`config.mk`:
```
export PLATFORM = sky130hd
export DESIGN_NAME = md_alu
export DESIGN_NICKNAME = d
export VERILOG_FILES = /design/src/rtl/md_alu.sv
export SDC_FILE = /design/constraint.sdc
export NUM_CORES = 2
export LEC_CHECK = 0
export ABC_AREA = 1
export CAP_MARGIN = 20
export CORE_ASPECT_RATIO = 0.6
export CORE_MARGIN = 2
export CORE_UTILIZATION = 60
export DETAILED_ROUTE_END_ITERATION = 6
export PLACE_DENSITY = 0.93
export SLEW_MARGIN = 20
export SYNTH_ARGS = -nofsm -noshare
export SYNTH_HDL_FRONTEND = slang
export SYNTH_SLANG_ARGS = --single-unit
```
`constraint.sdc`:
```
create_clock -name clk -period 8.35 [get_ports clk]
set_input_delay 1.2525 -clock clk [delete_from_list [all_inputs] [get_ports clk]]
set_output_delay 1.2525 -clock clk [all_outputs]
set_load 0.05 [all_outputs]
```
`src/rtl/md_alu.sv`:
```
// Combinational ALU plus a multi-cycle multiply/divide unit with HI/LO registers.
// Define MD_ALU_DIV_EN to build the divider (DIV/DIVU); otherwise those MDOp codes are ignored.
module md_alu #(
  parameter int WIDTH   = 32,
  parameter int MUL_LAT = 5,
  parameter int DIV_LAT = 10
) (
  input  logic             clk,
  input  logic             reset,
  input  logic [WIDTH-1:0] A,
  input  logic [WIDTH-1:0] B,
  input  logic [3:0]       ALUOp,
  output logic [WIDTH-1:0] res,
  input  logic [2:0]       MDOp,
  input  logic             start,
  output logic             busy,
  output logic [WIDTH-1:0] HI,
  output logic [WIDTH-1:0] LO
);

  localparam int SHW    = $clog2(WIDTH);
  localparam int MAXLAT = (MUL_LAT > DIV_LAT) ? MUL_LAT : DIV_LAT;
  localparam int CW     = $clog2(MAXLAT + 1);

  typedef enum logic [1:0] {IDLE, MUL, DIV} state_t;

  state_t           state_q, state_d;
  logic [CW-1:0]    cnt_q, cnt_d;
  logic [WIDTH-1:0] a_q, a_d, b_q, b_d;
  logic             sgn_q, sgn_d;
  logic [WIDTH-1:0] hi_q, hi_d, lo_q, lo_d;

  logic [SHW-1:0]   sh;
  assign sh = A[SHW-1:0];

  always_comb begin
    res = '0;
    case (ALUOp)
      4'b0000: res = A + B;
      4'b0001: res = A - B;
      4'b0010: res = A & B;
      4'b0011: res = A | B;
      4'b0100: res = {B[WIDTH/2-1:0], {(WIDTH/2){1'b0}}};
      4'b0101: res = A ^ B;
      4'b0110: res = ~(A | B);
      4'b0111: res = {{(WIDTH-1){1'b0}}, $signed(A) < $signed(B)};
      4'b1000: res = {{(WIDTH-1){1'b0}}, A < B};
      4'b1001: res = B << sh;
      4'b1010: res = B >> sh;
      4'b1011: res = $signed(B) >>> sh;
      default: res = '0;
    endcase
  end

  // Sign- or zero-extend to 2*WIDTH so one unsigned multiplier serves MULT and MULTU.
  logic [2*WIDTH-1:0] a_ext, b_ext, prod;
  always_comb begin
    a_ext = sgn_q ? {{WIDTH{a_q[WIDTH-1]}}, a_q} : {{WIDTH{1'b0}}, a_q};
    b_ext = sgn_q ? {{WIDTH{b_q[WIDTH-1]}}, b_q} : {{WIDTH{1'b0}}, b_q};
    prod  = a_ext * b_ext;
  end

`ifdef MD_ALU_DIV_EN
  // Divide magnitudes, then restore signs: quotient toward zero, remainder follows dividend.
  logic [WIDTH-1:0] a_mag, b_mag, q_mag, r_mag, quo, rem;
  logic             div_zero;
  always_comb begin
    a_mag    = (sgn_q && a_q[WIDTH-1]) ? -a_q : a_q;
    b_mag    = (sgn_q && b_q[WIDTH-1]) ? -b_q : b_q;
    div_zero = (b_q == '0);
    q_mag    = div_zero ? '0 : a_mag / b_mag;
    r_mag    = div_zero ? '0 : a_mag % b_mag;
    quo      = (sgn_q && (a_q[WIDTH-1] ^ b_q[WIDTH-1])) ? -q_mag : q_mag;
    rem      = (sgn_q && a_q[WIDTH-1]) ? -r_mag : r_mag;
  end
`endif

  always_comb begin
    state_d = state_q;
    cnt_d   = cnt_q;
    a_d     = a_q;
    b_d     = b_q;
    sgn_d   = sgn_q;
    hi_d    = hi_q;
    lo_d    = lo_q;
    case (state_q)
      IDLE: begin
        if (start) begin
          case (MDOp)
            3'b001, 3'b010: begin
              state_d = MUL;
              cnt_d   = CW'(MUL_LAT);
              a_d     = A;
              b_d     = B;
              sgn_d   = (MDOp == 3'b001);
            end
`ifdef MD_ALU_DIV_EN
            3'b011, 3'b100: begin
              state_d = DIV;
              cnt_d   = CW'(DIV_LAT);
              a_d     = A;
              b_d     = B;
              sgn_d   = (MDOp == 3'b011);
            end
`endif
            3'b101:  hi_d = A;
            3'b110:  lo_d = A;
            default: ;
          endcase
        end
      end
      MUL: begin
        cnt_d = cnt_q - CW'(1);
        if (cnt_q == CW'(1)) begin
          state_d      = IDLE;
          {hi_d, lo_d} = prod;
        end
      end
`ifdef MD_ALU_DIV_EN
      DIV: begin
        cnt_d = cnt_q - CW'(1);
        if (cnt_q == CW'(1)) begin
          state_d = IDLE;
          if (!div_zero) begin
            hi_d = rem;
            lo_d = quo;
          end
        end
      end
`endif
      default: state_d = IDLE;
    endcase
  end

  always_ff @(posedge clk or posedge reset) begin
    if (reset) begin
      state_q <= IDLE;
      cnt_q   <= '0;
      a_q     <= '0;
      b_q     <= '0;
      sgn_q   <= 1'b0;
      hi_q    <= '0;
      lo_q    <= '0;
    end else begin
      state_q <= state_d;
      cnt_q   <= cnt_d;
      a_q     <= a_d;
      b_q     <= b_d;
      sgn_q   <= sgn_d;
      hi_q    <= hi_d;
      lo_q    <= lo_d;
    end
  end

  assign busy = (state_q != IDLE);
  assign HI   = hi_q;
  assign LO   = lo_q;

endmodule

```
* After elaboration in Yosys (flattened, before gate mapping)
Cells that the tools add are included.
** Word-level totals
- Flip-flop bits (word level) :: 135
- Output and inout port bits :: 97
** Cells by class
- Add/subtract/negate cells :: 3
- Multiply operators :: 1
- $lt $le $gt $ge :: 2
- Equal/unequal tests :: 22
- Shift-type cells :: 3
- Muxes and demuxes :: 18
- Bitwise logic cells :: 4
- Reduce and logical (&&, ||, !) cells :: 10
** Operator list (count)
- $pmux 32 s12 :: 1
- $mux 32 :: 6
- $mux 64 :: 2
- $pmux 32 s2 :: 2
- $lt 32x32->1 :: 2
- $mul 64x64->64 :: 1
- $add 32x32->32 :: 1
- $and 32x32->32 :: 1
- $not 32->32 :: 1
- $or 32x32->32 :: 1
- $shl 32x5->32 :: 1
- $shr 32x5->32 :: 1
- $sshr 32x5->32 :: 1
- $sub 32x32->32 :: 1
- $xor 32x32->32 :: 1
- $eq 4x3->1 const B :: 4
- $eq 4x4->1 const B :: 4
- $reduce_and 3->1 :: 3
- $eq 4x1->1 const B :: 2
- $eq 4x2->1 const B :: 2
- $mux 4 :: 2
- $pmux 4 s2 :: 1
- $reduce_and 4->1 :: 2
- $eq 3x3->1 const B :: 2
- 12 further kinds :: 18

* Longest topological paths before layout
- Word-level depth :: 5
- Depth in mapped cells :: 41

* Worst setup path after synthesis
Ideal clock, no wire load.
- Path kind :: reg-to-reg
- Start :: register sgn_q
- End :: register hi_q[31] (netlist: HI[31])
- Arrival :: 8.506 ns
- Data required time :: 8.273 ns
- Path slack :: -0.234 ns
- Cell stages (with the launch flop) :: 35
- Buffers on the path :: 1
- Period minus slack after synthesis :: 8.584 ns
- Path through :: dfrtp_1 > clkinv_1 > clkbuf_1 > nor2_1 > fa_1 > inv_1 > fa_1 > inv_1 > fa_1 > inv_1 > fa_1 > inv_1 > fa_1 > fa_1 > fa_1 > inv_1 > fa_1 > inv_1 > fa_1 > inv_1 > fa_1 > inv_1 > ha_1 > nand2_1 > nor3_1 > nand2_1 > nor2_1 > inv_1 > nor2_1 > nor2_1 > nand2_1 > inv_1 > nand2_1 > nand3_1 > a21oi_1
** On the way
- Longest elaborated chain between the ends :: 4
- Elaborated cells between the ends (all ways) :: 5
- Classes of those cells :: mul: 1; mux: 4
** RTL lines
- start: declaration :: line 30 : logic sgn_q, sgn_d;
- start signal: assignment :: line 149 : sgn_q <= sgn_d;
- $mux 64 (on tied branches) :: line 58, 59
- $mul 64x64->64 * :: line 60 : prod = a_ext * b_ext;
- $mux 32 * :: line 114 : if (cnt_q == CW'(1)) begin
- $pmux 32 s2 * :: line 86 : case (state_q)
- end signal: assignment :: line 150 : hi_q <= hi_d;
- end: declaration :: line 31 : logic [WIDTH-1:0] hi_q, hi_d, lo_q, lo_d;
Mark *: on every way between the ends. The rest lies on a longest branch, timed or not. The select of a mux whose other input is x is not followed.
A chain may end at the register's enable or synchronous reset.

* Final worst setup path
- Start :: register sgn_q
- End :: register hi_q[24] (netlist: HI[24])
Same word-level chain as after synthesis.

==> insert_results.sql <==
INSERT INTO impl_metrics (metric_group, metric, value, unit) VALUES
('routing', 'initialDrtViolationCount', '12400', ''),
('die', 'dieHeight', '258', 'um'),
('timing', 'grt_setup_unrepaired', 'true', ''),
('synth', 'yosys.area.top_type_share', '44.1', '%'),
('routing', 'routed_wire_length_per_instance', '28.5', 'um'),
('routing', 'detail-route-antenna-nets', '0', ''),
('routing', 'avgViaCountPerCell', '6.24', ''),
('die', 'initial_utilization', '60.4', '%'),
('synth', 'synth_area_per_cell', '7.54', 'um^2'),
('outcome', 'status', 'finished with violations', ''),
('timing', 'maxSlewViolCount', '0', ''),
('critical_path', 'crit_top_cell', 'sky130_fd_sc_hd__fa_1', ''),
('synth', 'netlist_area_before_placement', '64500', 'um^2'),
('routing', 'routed_wire_length_on_met3', '60200', 'um'),
('synth', 'synthesis.instances', '8563', ''),
('critical_path', 'cpMaxStageDelayCell', 'sky130_fd_sc_hd__fa_1', ''),
('outcome', 'failing_checks', 'DRC, setup timing', ''),
('synth', 'synth_flop_cell', 'sky130_fd_sc_hd__dfrtp_1', ''),
('timing', 'tightest_slew_margin_relative_to_the_limit', '21.6', '%'),
('die', 'coreArea', '107000', 'um^2'),
('critical_path', 'critical-path-max-stage-delay', '600', 'ps'),
('clock_tree', 'tritoncts_buffer_count', '17', ''),
('final_layout', 'mostFrequentLayoutCells', 'sky130_fd_sc_hd__inv_1, sky130_fd_sc_hd__nand2_1, sky130_fd_sc_hd__fa_1', ''),
('final_layout', 'final_nets', '11200', ''),
('timing', 'final_clock_period_utilization_by_the_worst_path', '107', '%'),
('routing', 'via_count', '67100', ''),
('timing', 'timing.setup.tns', '-9140', 'ps'),
('worst_hold_path', 'hold_path.class', 'reg -> reg', ''),
('synth', 'synth_edf_count', '0', ''),
('final_layout', 'area_growth', '20.1', '%'),
('critical_path', 'worst_ep_required_time', '8790', 'ps'),
('clock_tree', 'cts-hold-fix-buffers', '0', ''),
('global_route', 'first_global_vias', '67500', ''),
('critical_path', 'cp_max_fo', '8', ''),
('critical_path', 'end_kind', 'register', ''),
('synth', 'share_of_the_yosys_chip_area_belonging_to_registers', '5.20', '%'),
('synth', 'synth_fp_nets', '10500', ''),
('synth', 'synthesis_warnings', '0', ''),
('clock_tree', 'clock_tree.htree_level_count', '4', ''),
('timing', 'timing_worst_slew_pin_value', '1160', 'ps'),
('routing', 'drt-met1-wl', '106000', 'um'),
('clock_tree', 'clock_latency', '520', 'ps'),
('global_route', 'globalRoute.totalOverflow', '0', ''),
('routing', 'route.detailed.drc', '857', ''),
('clock_tree', 'clkTransAtPathRegs', '80', 'ps'),
('timing', 'fin_skew', '21.5', 'ps'),
('clock_tree', 'max-clock-path-buffers', '2', ''),
('die', 'ios', '171', ''),
('global_route', 'global_route_wire_length_before_repair', '432000', 'um'),
('placed_design', 'detailed_place_hpwl', '246000', 'um'),
('synth', 'synth_area_leaders', 'sky130_fd_sc_hd__fa_1, sky130_fd_sc_hd__inv_1, sky130_fd_sc_hd__nand2_1, sky130_fd_sc_hd__ha_1, sky130_fd_sc_hd__dfrtp_1', ''),
('placed_design', 'numPortBuffers', '170', ''),
('die', 'fp.dieW', '427', 'um'),
('synth', 'synth_largest_area_cell', 'sky130_fd_sc_hd__fa_1', ''),
('critical_path', 'setup.worst_path.class', 'reg -> reg', ''),
('routing', 'topRoutingLayerUsed', 'met5', ''),
('timing', 'period_minus_slack', '8970', 'ps'),
('clock_tree', 'clock_sink_count', '134', ''),
('timing', 'hold_violation_total_from_the_final_report', '0', ''),
('synth', 'async_reset_ff_share', '100', '%'),
('routing', 'wl_met2', '115000', 'um'),
('critical_path', 'data_arrival_time_of_the_critical_path', '9410', 'ps'),
('placed_design', 'routability_congestion', '1.16', ''),
('routing', 'drtPass1Iterations', '7', ''),
('synth', 'postSynthRegisterBits', '134', ''),
('global_route', 'grt_antenna_before_repair', '23', ''),
('clock_tree', 'tritoncts_clock_tree', 'done', ''),
('critical_path', 'setup.worst_path.start_class', 'register', ''),
('clock_tree', 'cts_root_buf', 'sky130_fd_sc_hd__clkbuf_16', ''),
('final_layout', 'drive_gt1_share', '17.4', '%'),
('timing', 'final-setup-viol-count', '31', ''),
('final_layout', 'final_common_cell', 'sky130_fd_sc_hd__inv_1', ''),
('timing', 'timing.final.ws_setup', '-622', 'ps'),
('synth', 'netlist-cell-type-count', '68', ''),
('routing', 'wirelength', '307000', 'um'),
('timing', 'clock.fmax', '111', 'MHz'),
('die', 'die_area', '110000', 'um^2'),
('die', 'std_cell_rows', '93', ''),
('global_route', 'grt.total_usage', '54.4', '%'),
('run', 'maxCapViolations', '0', ''),
('global_route', 'grt_start_max_net_pins', '75', '');
Yosys cell counts, types with 20 or more instances:
library cell               count
sky130_fd_sc_hd__nor3_1       29
sky130_fd_sc_hd__o211ai_1     25
sky130_fd_sc_hd__inv_1      2513
sky130_fd_sc_hd__o21ai_0     320
sky130_fd_sc_hd__a21oi_1     286
sky130_fd_sc_hd__nor2_1      484
sky130_fd_sc_hd__buf_2        45
sky130_fd_sc_hd__ha_1        406
sky130_fd_sc_hd__nand3_1     219
sky130_fd_sc_hd__fa_1       1421
sky130_fd_sc_hd__dfrtp_1     134
sky130_fd_sc_hd__nand2_1    1852
sky130_fd_sc_hd__o22ai_1      45
sky130_fd_sc_hd__clkbuf_1    298
sky130_fd_sc_hd__or2_2        24
sky130_fd_sc_hd__o21ai_1      64
sky130_fd_sc_hd__inv_2        25
sky130_fd_sc_hd__a31oi_1      39
sky130_fd_sc_hd__nor2_2       20
sky130_fd_sc_hd__nand4_1      39
worst paths after layout:
check	startpoint	endpoint	slack [ps]	cells past startpoint
setup / recovery	sgn_q	HI[24]	-620	33
hold / removal	cnt_q[3]	cnt_q[3]	480	1
setup reg to reg	sgn_q	HI[24]	-620	33
hold reg to reg	cnt_q[3]	cnt_q[3]	480	1
max in group asynchronous	reset	b_q[1]	5380	3
min in group asynchronous	reset	b_q[25]	1290	2
metal layers:
metal  global-route usage (%)  vias to the layer above
li1                         -                    26200
met3                     30.9                     2167
met2                     71.0                     6801
met4                     28.2                       34
met1                     70.9                    31800
met5                     4.19                        -
worst max-delay path, delay by kind of cell (launching register included):
family | cells | cell delay, ps
DFF | 1 | 400
buffers and inverters | 10 | 1230
adders and majority gates | 11 | 5510
AOI/OAI and AO/OA | 5 | 1030
and+or+nand+nor | 7 | 710
sequential cells by signal, summed over array words and instances, names as in the netlist:
name     flops
b_q         32
cnt_q        4
HI          32
a_q         32
sgn_q        1
LO          32
state_q      1
cells by family (layout without fill, tap and decap cells):
kind of cell    count (synthesis)  count (layout)  synth area share (%)
simple gates                 2730            2730                  17.1
buf+inv                      2926            3660                  17.2
flops                         134             134                  5.20
compound gates                913             913                  8.08
mux                            10              10                 0.155
other cells                     0              24                     0
fa+ha+maj                    1827            1827                  51.9
xor+xnor                       23              23                 0.312
stage by stage:
| stage | hold WS (ps) | util (%) | std cells | worst slack (ps) | instance area [um^2] |
|---|---|---|---|---|---|
| 3_3_place_gp | 452 | 68.9 | 10600 | -626 | 73700 |
| 2_1_floorplan | 434 | - | 8563 | 6.13 | 64500 |
| 5_1_grt | 505 | 72.4 | 10700 | -599 | 77500 |
| 4_1_cts | 478 | 71.1 | 10700 | -192 | 76000 |
| 3_5_place_dp | 467 | 68.9 | 10600 | -788 | 73700 |
| 6_report | 477 | 72.5 | 10700 | -622 | 77500 |
final cells by class:
type	count	area (um^2)
flip-flops and latches	134	3370
repair inverters	1	7.51
repair buffers	1082	9760
fillers	7353	29400
diodes	24	60.1
clock inverters	15	184
multi-input cells	5503	52300
inverters	2545	9600
clock buffers	17	425
well taps	1425	1780
repair_timing:
item | in CTS | in global routing
gates cloned | 2 | 0
resized for setup | 396 | 346
setup buffers | 39 | 38
pin swaps | 101 | 131
endpoints found under the setup margin | 37 | 46
Power is not shown: default switching activity piles up to over one toggle a cycle in this logic, so the estimate is an artifact.
